## config.mk

```make
export PLATFORM = sky130hd
export DESIGN_NAME = ysyx_23060025_mdu_flat
export DESIGN_NICKNAME = d
export VERILOG_FILES = /design/src/rtl/ysyx_23060025_mdu_if.sv /design/src/rtl/ysyx_23060025_mdu.sv /design/src/flat_wrapper.sv
export SDC_FILE = /design/constraint.sdc
export NUM_CORES = 1
export LEC_CHECK = 0
export CELL_PAD_IN_SITES_DETAIL_PLACEMENT = 1
export CELL_PAD_IN_SITES_GLOBAL_PLACEMENT = 2
export CORE_MARGIN = 3
export CORE_UTILIZATION = 40
export DETAILED_ROUTE_END_ITERATION = 8
export PLACE_DENSITY_LB_ADDON = 0.1
export SETUP_SLACK_MARGIN = 0.15
export SYNTH_ARGS = -nofsm -noshare
export SYNTH_HDL_FRONTEND = slang
export SYNTH_SLANG_ARGS = --single-unit
```

## constraint.sdc

```tcl
create_clock -name clock -period 10.7 [get_ports clock]
set_clock_uncertainty 0.1 [all_clocks]
set_input_delay 3.21 -clock clock [delete_from_list [all_inputs] [get_ports clock]]
set_output_delay 3.21 -clock clock [all_outputs]
set_load 0.05 [all_outputs]
```

## src/rtl/ysyx_23060025_mdu_if.sv

```systemverilog
// EX <-> MDU request/response bundle: request handshake with operands,
// a kill line, and a valid/ready response carrying the result.
interface ysyx_23060025_mdu_if #(
  parameter int DATA_LEN = 32
);
  logic                req_valid_i;
  logic                req_ready_o;
  logic [2:0]          op_i;
  logic [DATA_LEN-1:0] src1_i;
  logic [DATA_LEN-1:0] src2_i;
  logic                kill_i;
  logic                resp_valid_o;
  logic                resp_ready_i;
  logic [DATA_LEN-1:0] result_o;
  logic                busy_o;

  // EX stage side
  modport master (
    output req_valid_i, op_i, src1_i, src2_i, kill_i, resp_ready_i,
    input  req_ready_o, resp_valid_o, result_o, busy_o
  );

  // Multiply/divide unit side
  modport slave (
    input  req_valid_i, op_i, src1_i, src2_i, kill_i, resp_ready_i,
    output req_ready_o, resp_valid_o, result_o, busy_o
  );
endinterface

```

## src/rtl/ysyx_23060025_mdu.sv

```systemverilog
// Iterative RV32M multiply/divide unit: 32-step shift-add multiply, 32-step
// restoring divide, single-cycle path for divide-by-zero and signed overflow.
module ysyx_23060025_mdu #(
  parameter int DATA_LEN = 32
) (
  input logic                  clock,
  input logic                  reset,
  ysyx_23060025_mdu_if.slave   mdu
);

  localparam int W = DATA_LEN;

  typedef enum logic [1:0] {
    S_IDLE,
    S_MUL,
    S_DIV,
    S_DONE
  } state_e;

  state_e             r_state;
  state_e             w_next;
  logic [4:0]         r_cnt;
  logic [W-1:0]       r_result;
  logic [1:0]         r_op;
  logic               r_neg_res;
  logic               r_neg_rem;
  logic [2*W-1:0]     r_mcand;
  logic [W-1:0]       r_mplier;
  logic [2*W-1:0]     r_prod;
  logic [W-1:0]       r_rem;
  logic [W-1:0]       r_quo;
  logic [W-1:0]       r_divisor;

  logic               w_accept;
  logic               w_last;
  logic               w_s1_signed;
  logic               w_s2_signed;
  logic               w_src1_neg;
  logic               w_src2_neg;
  logic [W-1:0]       w_mag1;
  logic [W-1:0]       w_mag2;
  logic               w_div_zero;
  logic               w_div_ovf;
  logic               w_fast;
  logic [W-1:0]       w_fast_result;
  logic [2*W-1:0]     w_prod_step;
  logic [2*W-1:0]     w_prod_fin;
  logic [W-1:0]       w_mul_word;
  logic [W:0]         w_shift;
  logic               w_ge;
  logic [W-1:0]       w_rem_step;
  logic [W-1:0]       w_quo_step;
  logic [W-1:0]       w_div_word;

  localparam logic [W-1:0] MIN_INT = {1'b1, {(W-1){1'b0}}};
  localparam logic [W-1:0] ALL_ONE = {W{1'b1}};

  // ---------------- request decode ----------------
  assign w_accept    = (r_state == S_IDLE) && mdu.req_valid_i && !mdu.kill_i;
  assign w_last      = (r_cnt == 5'(W - 1));

  // src1 is signed for MULH, MULHSU, DIV, REM; src2 for MULH, DIV, REM
  assign w_s1_signed = (mdu.op_i == 3'b001) || (mdu.op_i == 3'b010) ||
                       (mdu.op_i == 3'b100) || (mdu.op_i == 3'b110);
  assign w_s2_signed = (mdu.op_i == 3'b001) || (mdu.op_i == 3'b100) ||
                       (mdu.op_i == 3'b110);
  assign w_src1_neg  = w_s1_signed && mdu.src1_i[W-1];
  assign w_src2_neg  = w_s2_signed && mdu.src2_i[W-1];
  assign w_mag1      = w_src1_neg ? -mdu.src1_i : mdu.src1_i;
  assign w_mag2      = w_src2_neg ? -mdu.src2_i : mdu.src2_i;

  assign w_div_zero  = mdu.op_i[2] && (mdu.src2_i == '0);
  assign w_div_ovf   = mdu.op_i[2] && !mdu.op_i[0] &&
                       (mdu.src1_i == MIN_INT) && (mdu.src2_i == ALL_ONE);
  assign w_fast      = w_div_zero || w_div_ovf;
  assign w_fast_result = w_div_zero ? (mdu.op_i[1] ? mdu.src1_i : ALL_ONE)
                                    : (mdu.op_i[1] ? '0 : MIN_INT);

  // ---------------- iteration datapath ----------------
  assign w_prod_step = r_prod + (r_mplier[0] ? r_mcand : '0);
  assign w_prod_fin  = r_neg_res ? -w_prod_step : w_prod_step;
  assign w_mul_word  = (r_op == 2'b00) ? w_prod_fin[W-1:0] : w_prod_fin[2*W-1:W];

  // Partial remainder stays below the divisor, so the 32-bit subtract is exact
  assign w_shift     = {r_rem, r_quo[W-1]};
  assign w_ge        = (w_shift >= {1'b0, r_divisor});
  assign w_rem_step  = w_ge ? (w_shift[W-1:0] - r_divisor) : w_shift[W-1:0];
  assign w_quo_step  = {r_quo[W-2:0], w_ge};
  assign w_div_word  = r_op[1] ? (r_neg_rem ? -w_rem_step : w_rem_step)
                               : (r_neg_res ? -w_quo_step : w_quo_step);

  // ---------------- FSM ----------------
  always_ff @(posedge clock) begin
    if (reset) r_state <= S_IDLE;
    else       r_state <= w_next;
  end

  // NOTE: next state takes its default first so no path leaves it unassigned (no latch).
  always_comb begin
    w_next = r_state;
    unique case (r_state)
      S_IDLE: if (w_accept) w_next = w_fast ? S_DONE : (mdu.op_i[2] ? S_DIV : S_MUL);
      S_MUL,
      S_DIV:  if (w_last) w_next = S_DONE;
      S_DONE: if (mdu.resp_ready_i) w_next = S_IDLE;
      default: w_next = S_IDLE;
    endcase
    if (mdu.kill_i) w_next = S_IDLE;
  end

  // NOTE: state-holding registers use non-blocking assignment so every flop samples pre-edge values.
  always_ff @(posedge clock) begin
    if (reset) begin
      r_cnt    <= '0;
      r_result <= '0;
    end else if (w_accept) begin
      r_cnt <= '0;
      if (w_fast) r_result <= w_fast_result;
    end else if (!mdu.kill_i && (r_state == S_MUL || r_state == S_DIV)) begin
      r_cnt <= r_cnt + 5'd1;
      if (w_last) r_result <= (r_state == S_MUL) ? w_mul_word : w_div_word;
    end
  end

  // NOTE: operand/working registers are always loaded on accept before use, so they carry no reset.
  always_ff @(posedge clock) begin
    if (w_accept) begin
      r_op      <= mdu.op_i[1:0];
      r_neg_res <= w_src1_neg ^ w_src2_neg;
      r_neg_rem <= w_src1_neg;
      r_mcand   <= {{W{1'b0}}, w_mag1};
      r_mplier  <= w_mag2;
      r_prod    <= '0;
      r_rem     <= '0;
      r_quo     <= w_mag1;
      r_divisor <= w_mag2;
    end else if (r_state == S_MUL) begin
      r_prod   <= w_prod_step;
      r_mcand  <= r_mcand << 1;
      r_mplier <= r_mplier >> 1;
    end else if (r_state == S_DIV) begin
      r_rem <= w_rem_step;
      r_quo <= w_quo_step;
    end
  end

  // Handshake flags decode state only; no input reaches them combinationally
  assign mdu.req_ready_o  = (r_state == S_IDLE);
  assign mdu.resp_valid_o = (r_state == S_DONE);
  assign mdu.busy_o       = (r_state != S_IDLE);
  assign mdu.result_o     = r_result;

endmodule
```

## src/flat_wrapper.sv

```systemverilog
// flat-port wrapper written by rule: the top's interface ports become plain ports
module ysyx_23060025_mdu_flat 
#(
  parameter int DATA_LEN = 32
)
  (clock, reset, mdu_req_valid_i, mdu_op_i, mdu_src1_i, mdu_src2_i, mdu_kill_i, mdu_resp_ready_i, mdu_req_ready_o, mdu_resp_valid_o, mdu_result_o, mdu_busy_o);
  ysyx_23060025_mdu_if #(.DATA_LEN(DATA_LEN)) mdu_i ();
  input logic clock;
  input logic reset;
  input wire logic [$bits(mdu_i.req_valid_i)-1:0] mdu_req_valid_i;
  input wire logic [$bits(mdu_i.op_i)-1:0] mdu_op_i;
  input wire logic [$bits(mdu_i.src1_i)-1:0] mdu_src1_i;
  input wire logic [$bits(mdu_i.src2_i)-1:0] mdu_src2_i;
  input wire logic [$bits(mdu_i.kill_i)-1:0] mdu_kill_i;
  input wire logic [$bits(mdu_i.resp_ready_i)-1:0] mdu_resp_ready_i;
  output wire logic [$bits(mdu_i.req_ready_o)-1:0] mdu_req_ready_o;
  output wire logic [$bits(mdu_i.resp_valid_o)-1:0] mdu_resp_valid_o;
  output wire logic [$bits(mdu_i.result_o)-1:0] mdu_result_o;
  output wire logic [$bits(mdu_i.busy_o)-1:0] mdu_busy_o;
  assign mdu_i.req_valid_i = mdu_req_valid_i;
  assign mdu_i.op_i = mdu_op_i;
  assign mdu_i.src1_i = mdu_src1_i;
  assign mdu_i.src2_i = mdu_src2_i;
  assign mdu_i.kill_i = mdu_kill_i;
  assign mdu_i.resp_ready_i = mdu_resp_ready_i;
  assign mdu_req_ready_o = mdu_i.req_ready_o;
  assign mdu_resp_valid_o = mdu_i.resp_valid_o;
  assign mdu_result_o = mdu_i.result_o;
  assign mdu_busy_o = mdu_i.busy_o;
  ysyx_23060025_mdu #(.DATA_LEN(DATA_LEN)) u_core (.clock(clock), .reset(reset), .mdu(mdu_i));
endmodule
```

# ---- After elaboration in Yosys (flattened, before gate mapping)
# Cells that the tools add are included.
dict set report op_classes {
  reduce_logical 33
  magnitude_cmp 1
  n_eq_ne 15
  bitwise_logic 2
  n_mux 30
  addsub 8
}
# cell count
set ops {}
lappend ops {{two-way mux 32 bit} 22}
lappend ops {{two-way mux 64 bit} 2}
lappend ops {{negator 32 bit} 4}
lappend ops {{adder 64 bit} 1}
lappend ops {{== test 32 bit (second input constant)} 2}
lappend ops {{negator 64 bit} 1}
lappend ops {{>= comparator 33 x 32 -> 1 bit} 1}
lappend ops {{zero test 32 bit} 1}
lappend ops {{subtractor 32 bit} 1}
lappend ops {{two-way mux 2 bit} 5}
lappend ops {{nonzero test 2 bit} 5}
lappend ops {{logical AND 1 bit} 9}
lappend ops {{logical OR 1 bit} 7}
lappend ops {{== test 3 bit (second input constant)} 2}
lappend ops {{!= test 2 x 1 -> 1 bit (second input constant)} 3}
lappend ops {{one-hot mux 2 bit (3 select lines)} 1}
lappend ops {{AND reduction 3 bit} 2}
lappend ops {{OR reduction 2 bit} 3}
lappend ops {{adder 5 x 1 -> 5 bit (second input constant)} 1}
lappend ops {{== test 5 bit (second input constant)} 1}
lappend ops {{== test 2 bit (second input constant)} 2}
lappend ops {{zero test 2 bit} 2}
lappend ops {{!= test 2 bit (second input constant)} 2}
lappend ops {{AND reduction 2 bit} 2}
lappend ops {{other kinds (6)} 7}
dict set report totals {
  input_bits 72
  out_inout_bits 35
  elab_cells 102
  register_bits 299
}

# ---- Longest topological paths before layout
# Gate-level depths: netlist of the first run.
dict set report depth {
  ltp_word 9
  mapped_depth 23
  mapped_depth_nobuf 19
}

# ---- Worst setup path before layout of the first run
# No wires, ideal clock.
dict set report synth_timing {
  path_kind {input port to flip-flop}
  from {in mdu_req_valid_i}
  to {reg u_core.r_result[28], in the netlist u_core.mdu.result_o[28]}
  cell_stages 10
  t_arrival_ns 6.202
  setup_ns 0.119
  setup_slack_ns 4.279
  t_required_ns 10.481
  n_path_buf 0
  cell_sequence {nand2_1 > or2_2 > inv_2 > nor2_1 > inv_1 > nor2_1 > and3_1 > a21oi_1 > o2111ai_1 > o221a_2}
}
dict set report synth_between {
  elab_chain_len 4
}
# element line
set synth_lines {}
lappend synth_lines {{from (decl)} flat_wrapper.sv:10} ;# input wire logic [$bits(mdu_i.req_valid_i)-1:0] mdu_req_valid_i;
lappend synth_lines {{logical AND 1 bit * (2 in a row)} ysyx_23060025_mdu.sv:59} ;# assign w_accept = (r_state == S_IDLE) && mdu.req_valid_i && !mdu.kill_i;
lappend synth_lines {{!= test 2 bit (no line) / nonzero test 2 bit (equally long branches)} n/a}
lappend synth_lines {{AND reduction 3 bit (no line)} n/a}
lappend synth_lines {{to (signal assigned)} ysyx_23060025_mdu.sv:118} ;# if (w_fast) r_result <= w_fast_result;
lappend synth_lines {{to (signal assigned)} ysyx_23060025_mdu.sv:121} ;# if (w_last) r_result <= (r_state == S_MUL) ? w_mul_word : w_div_word;
lappend synth_lines {{to (decl)} ysyx_23060025_mdu.sv:23} ;# logic [W-1:0] r_result;
# Every way passes the cells marked *; elsewhere a longest branch is shown, timed or not.
# A chain may end at the register's enable or synchronous reset.

# ---- Final worst setup path of the first run
dict set report layout_timing {
  from {in mdu_src1_i[10]}
  to {reg u_core.r_result[20], in the netlist u_core.mdu.result_o[20]}
}
dict set report layout_between {
  elab_chain_len 6
}
# element line
set layout_lines {}
lappend layout_lines {{from (decl)} flat_wrapper.sv:12} ;# input wire logic [$bits(mdu_i.src1_i)-1:0] mdu_src1_i;
lappend layout_lines {{== test 32 bit} ysyx_23060025_mdu.sv:74} ;# (mdu.src1_i == MIN_INT) && (mdu.src2_i == ALL_ONE);
lappend layout_lines {{logical AND 1 bit} ysyx_23060025_mdu.sv:73} ;# assign w_div_ovf = mdu.op_i[2] && !mdu.op_i[0] &&
lappend layout_lines {{logical AND 1 bit} ysyx_23060025_mdu.sv:74}
lappend layout_lines {{logical OR 1 bit} ysyx_23060025_mdu.sv:75} ;# assign w_fast = w_div_zero || w_div_ovf;
lappend layout_lines {{!= test 2 bit (no line)} n/a}
lappend layout_lines {{AND reduction 3 bit (no line)} n/a}
# Every way passes these cells.

==> results of run 1 <==
[final timing paths]
kind	startpoint	slack, ns	depth (start not counted)	to
min reg2reg	u_core.r_prod[22]$_SDFFE_PP0P_	0.37	2	u_core.r_prod[22]$_SDFFE_PP0P_
max reg2reg	u_core.r_divisor[7]$_DFFE_PP_	3.85	19	u_core.mdu.result_o[16]$_SDFFE_PP0P_
min	u_core.r_prod[22]$_SDFFE_PP0P_	0.37	2	u_core.r_prod[22]$_SDFFE_PP0P_
max	mdu_src1_i[10]	3.14	13	u_core.mdu.result_o[20]$_SDFFE_PP0P_
[cells by family after synthesis]
family,after synthesis,share of synthesized area
AOI/OAI and AO/OA,992,0.264
xor gates and xnor gates,194,0.0677
adders and majority gates,111,0.0557
buffers and inverters,283,0.0436
DFF,299,0.290
muxes,106,0.0425
and+or+nand+nor,1243,0.237
[layout make-up]
cell class | instances | area, µm²
fillers | 7487 | 33800
multi-input cells | 2646 | 16800
flip-flops and latches | 299 | 7310
repair buffers | 148 | 1380
clock buffers | 53 | 1100
well taps | 837 | 1050
inverters | 87 | 334
clock inverters | 23 | 265
diodes | 2 | 5.00
[worst max-delay path, delay by kind of cell]
kind            cells  cell delay [ns]
simple gates        6             2.29
compound gates      5             1.42
buf+inv             2             0.99
[layer usage]
layer  track usage  up-vias  routed length, µm
li1              -    11900                  -
met1         0.491    13300              53600
met2         0.492      935              47600
met3        0.0430      155               7550
met4        0.0798        0               2730
met5             0        -                  0
[Yosys cell counts (all sizes together), types with 11 or more instances]
library cell,instances
o221ai,11
nand4,63
a211oi,66
and2,93
ha,109
o21bai,14
a21o,34
nor2,363
o211ai,41
nand2,364
buf,28
or3,44
nand2b,25
xnor2,108
or2,18
dfxtp,167
or4,26
nand3,46
o21a,84
edfxtp,132
a221oi,12
a22oi,14
xor2,86
a211o,12
a22o,18
o31ai,59
inv,85
nor4,30
a311oi,14
mux2i,98
o41ai,19
o21ai,225
clkbuf,168
and3,28
a31oi,25
a21oi,240
nor3,90
[sequential cells by signal, indices dropped and copies added (netlist names)]
signal / cells
u_core.r_state: 2
u_core.r_neg_rem: 1
u_core.r_mplier: 32
u_core.r_divisor: 32
u_core.r_mcand: 64
u_core.r_op: 2
u_core.r_quo: 32
u_core.mdu.result_o: 32
u_core.r_cnt: 5
u_core.r_neg_res: 1
u_core.r_rem: 32
u_core.r_prod: 64
[power by group]
| part | leakage, nW | internal (mW) | total [mW] | switching [mW] |
|---|---|---|---|---|
| Clock | 0.670 | 0.854 | 1.44 | 0.584 |
| Combinational | 7.23 | 0.545 | 1.68 | 1.13 |
| Sequential | 2.59 | 1.30 | 1.39 | 0.0896 |
[through the flow]
stage	hold slack, ns	setup slack (ns)	utilization
after global placement	0.347	2.84	0.434
after detailed placement	0.363	2.71	0.434
after global routing	0.406	2.67	0.456
final	0.374	3.14	0.456
after CTS	0.376	3.31	0.456
after floorplan	0.332	4.28	-
==> impl_metrics.csv, run 1 <==
group,metric,value,unit
status,status,"finished, final reports clean",
yosys,synth.avg_cell_area,7.81,µm²
route,finalWirelength,111000,µm
route,vias,26300,
critical_path,cp_data_required_time,11.07,ns
timing,tightestPinTransition,1.14,ns
die,start_util,0.406,
yosys,yosysTopAreaCellShare,0.157,
yosys,synth-edff-count,132,
final_layout,syn_to_final_growth,12.2,%
yosys,async_flop_share,0,
placement,placed_area,26900,µm²
grt,grt-ovfl-total,0,
timing,hold_violations,0,
yosys,yosys_warnings,0,
final_layout,nNetsFinal,3406,
cts,cts_inserted_buffers,41,
cts,htree_num_levels,2,
route,routed_via_density,6.42,
die,pin_count,107,
hold_path,min_path_type,"reg2reg",
timing,tns,0,ns
grt,grt_max_degree,156,
final_layout,final_area,28300,µm²
critical_path,cp_slowest_cell,"nor3b_1",
timing,drv_slew,0,
cts,cts.sinks,299,
timing,setup_violations,0,
cts,clk_pin_slew_worst_paths,0.06,ns
final_layout,final_common_cell,"nand2_1",
route,firstDrtPassIters,5,
die,die_x,257,µm
grt,first_global_vias,25900,
die,core,62100,µm²
timing,slew-limit-headroom,0.236,
yosys,syn_nets,3411,
critical_path,path_common_cell,"nor2_1",
yosys,synth_top_area_cell,"edfxtp_1",
timing,period_share,0.706,
route,drc,0,
timing,rsz0062_at_grt,"no",
placement,gp_congestion,0.945,
run,drv_cap,0,
die,die_area,66100,µm²
final_layout,drive_gt1_frac,0.0556,
yosys,syn_inst,3228,
yosys,ys_seq_elements,299,
cts,ctsResizeCount,0,
critical_path,endpoint_kind,"flop",
critical_path,crit_chain,"clkdlybuf4s50_1 -> or4_1 -> nor4_1 -> nor3b_1 -> nand3_1 -> nor2_1 -> nor2_1 -> o21ai_4 -> buf_4 -> o211ai_1 -> a21oi_1 -> o21ai_0 -> o221a_2",
yosys,ys_types,104,
final_layout,instances_no_fill,4095,
critical_path,max_stage_delay,0.75,ns
placement,dp.final_hpwl,87300,µm
power,p_total,4.51,mW
power,leakagePower,10.5,nW
placement,place_inst,4017,
critical_path,critPathLaunchType,"primary input",
critical_path,crit_type,"in2reg",
timing,max_freq,0.132,GHz
cts,cts_hold_buffers,0,
die,fp-row-count,91,
critical_path,crit_arrival,7.93,ns
yosys,syn_area,25200,µm²
grt,grt_pass1_wl,167000,µm
yosys,ys_seq_area_frac,0.290,
die,dieHeight,257,µm
yosys,ys.flop_type,"dfxtp_1",
grt,antenna_found_initial,4,
cts,clk_path_buf_depth,3,
critical_path,cp_max_fo,37,
cts,cts_root_buf,"clkbuf_16",
cts,insertion_delay,0.59,ns
cts,post_cts_buffers,0,
timing,finalWorstPathRequiredPeriod,7.56,ns
final_layout,final_cell_mix,"363 x nand2_1, 358 x nor2_1, 231 x a21oi_1",
grt,grt.total_usage,0.327,
yosys,synth.area.top_cells,"edfxtp_1 16%, dfxtp_1 13%, ha_1 5.4%",
power,peakVddDrop,0.114,mV
route,wl_per_cell,27.2,µm
power,powerDensity,159,nW/µm²
placement,port_buffers,106,
route,drt_iter0_drc,2570,
cts,cts_tree,"done",
route,antenna_left,0,
(Power assumes the default switching activity.)
==> run 2: changes to the inputs <==
--- a/config.mk
+++ b/config.mk
@@ -8,7 +8,7 @@
 export CELL_PAD_IN_SITES_DETAIL_PLACEMENT = 1
 export CELL_PAD_IN_SITES_GLOBAL_PLACEMENT = 2
 export CORE_MARGIN = 3
-export CORE_UTILIZATION = 40
+export CORE_UTILIZATION = 34
 export DETAILED_ROUTE_END_ITERATION = 8
 export PLACE_DENSITY_LB_ADDON = 0.1
 export SETUP_SLACK_MARGIN = 0.15
==> constraint.sdc (replaced) <==
create_clock -name clock -period 6.3 [get_ports clock]
set_clock_uncertainty 0.1 [all_clocks]
set_input_delay 1.89 -clock clock [delete_from_list [all_inputs] [get_ports clock]]
set_output_delay 1.89 -clock clock [all_outputs]
set_load 0.05 [all_outputs]
==> run 2 against run 1 <==
Count of clock-buffer cells in the layout is 1 higher. Global-route usage decreased by 3.4 points. Worst hold slack better by 0.0079 ns. Sequential power rose by 71%. Critical path type is now reg2reg. Critical endpoint is now u_core.mdu.result_o[29]$_SDFFE_PP0P_. Highest routed layer is now met5.
==> impl_metrics.csv, run 2 (synthesis results as in run 1) <==
group,metric,value,unit
status,status,"finished, final reports clean",
timing,max_freq,0.171,GHz
power,peakVddDrop,0.213,mV
critical_path,max_stage_delay,0.71,ns
cts,post_cts_buffers,0,
grt,grt_max_degree,136,
final_layout,nNetsFinal,3471,
die,pin_count,107,
grt,grt-ovfl-total,0,
cts,cts_root_buf,"clkbuf_16",
timing,rsz0062_at_grt,"no",
die,core,73200,µm²
hold_path,min_path_type,"reg2reg",
critical_path,crit_buf_inv,2,
route,finalWirelength,117000,µm
critical_path,crit_family,"compound AO/OA/AOI/OAI gates",
critical_path,crit_arrival,6.21,ns
grt,first_global_vias,25900,
route,drt_iter0_drc,2394,
timing,finalWorstPathRequiredPeriod,5.86,ns
route,routed_via_density,6.09,
critical_path,cp_max_fo,63,
cts,cts.sinks,299,
timing,setup_violations,0,
final_layout,utilization,0.396,
critical_path,critPathLaunchType,"flop",
timing,drv_slew,0,
power,p_total,7.70,mW
final_layout,seq_area,7310,µm²
final_layout,syn_to_final_growth,14.9,%
grt,antenna_found_initial,5,
cts,htree_num_levels,2,
die,fp-row-count,99,
critical_path,crit_chain,"buf_12 -> and2_1 -> ha_1 -> a21oi_1 -> o21ai_0 -> a221oi_2 -> a21oi_1 -> o31ai_1 -> buf_4 -> mux2_2 -> a22oi_1 -> nand4_1 -> or4_1 -> or4_1 -> nand3_1 -> a211oi_1",
placement,dpl_worst_slack,0.383,ns
critical_path,cp_data_required_time,6.65,ns
timing,period_share,0.930,
route,antenna_left,0,
placement,port_buffers,106,
grt,grt.total_usage,0.293,
final_layout,multi_input_area,16800,µm²
critical_path,endpoint_kind,"flop",
route,vias,26100,
critical_path,cp_slowest_cell,"or4_1",
die,start_util,0.344,
final_layout,fillCellCount,8759,
cts,clk_path_buf_depth,3,
timing,tns,0,ns
final_layout,top_regs,"u_core.r_mcand (64), u_core.r_prod (64)",
cts,ctsResizeCount,0,
timing,hold_violations,0,
placement,gp_congestion,0.956,
timing,slew-limit-headroom,0.268,
final_layout,final_area,29000,µm²
route,wl_per_cell,27.3,µm
cts,clk_pin_slew_worst_paths,0.06,ns
power,powerDensity,266,nW/µm²
timing,timing.hold.ws,0.382,ns
route,firstDrtPassIters,5,
die,dieHeight,278,µm
placement,dp.final_hpwl,92000,µm
final_layout,drive_gt1_frac,0.0753,
die,die_area,77400,µm²
final_layout,instances_no_fill,4280,
timing,tightestPinTransition,1.09,ns
placement,placed_area,27600,µm²
cts,cts_hold_buffers,0,
run,drv_cap,0,
cts,insertion_delay,0.59,ns
grt,grt_pass1_wl,173000,µm
cts,cts_inserted_buffers,41,
timing,setup_slack,0.440,ns
placement,place_inst,4204,
power,leakagePower,10.8,nW
route,drc,0,
final_layout,final_common_cell,"nand2_1",
die,die_x,278,µm
cts,cts_tree,"done",
final_layout,final_cell_mix,"363 x nand2_1, 357 x nor2_1, 231 x a21oi_1",
critical_path,crit_type,"reg2reg",
[run 2: layout make-up]
cell class	instances	area share
Inverter	87	0.0115
Timing Repair Buffer	213	0.0657
Clock buffer	54	0.0392
Sequential cell	299	0.252
Multi-Input combinational cell	2646	0.582
Antenna cell	2	0.000173
Clock inverter	20	0.00765
Tap cell	959	0.0414
[run 2: power by group]
group	switching [mW]	leakage, nW	total, mW	internal, mW
sequential	0.155	2.59	2.37	2.21
combinational	1.90	7.56	2.90	1.00
clock	1.00	0.656	2.44	1.44
total	3.06	10.8	7.70	4.65
[run 2: path summary, 6_finish.rpt]
check	startpoint	endpoint	slack [ns]	cells after the start
hold reg to reg	u_core.r_prod[22]$_SDFFE_PP0P_	u_core.r_prod[22]$_SDFFE_PP0P_	0.38	2
setup / recovery	u_core.r_mplier[0]$_DFFE_PP_	u_core.mdu.result_o[29]$_SDFFE_PP0P_	0.44	16
setup reg to reg	u_core.r_mplier[0]$_DFFE_PP_	u_core.mdu.result_o[29]$_SDFFE_PP0P_	0.44	16
hold / removal	u_core.r_prod[22]$_SDFFE_PP0P_	u_core.r_prod[22]$_SDFFE_PP0P_	0.38	2
[run 2: worst reg2reg max path: stages (launching register included)]
cell      delay [ns]
edfxtp_1        0.43
buf_12          0.20
and2_1          0.24
ha_1            0.41
a21oi_1         0.31
o21ai_0         0.25
a221oi_2        0.41
a21oi_1         0.26
o31ai_1         0.33
buf_4           0.19
mux2_2          0.34
a22oi_1         0.42
nand4_1         0.38
or4_1           0.71
or4_1           0.50
nand3_1         0.13
a211oi_1        0.08
[run 2: per-layer routing]
layer | wire length [µm] | vias up | part of all wire | GRT usage
met5 | 139 | - | 0.0012 | 0.00977
met4 | 2720 | 6 | 0.023 | 0.0671
met3 | 9120 | 117 | 0.078 | 0.0686
met2 | 48500 | 826 | 0.42 | 0.430
met1 | 56300 | 13000 | 0.48 | 0.430
li1 | - | 12100 | - | -
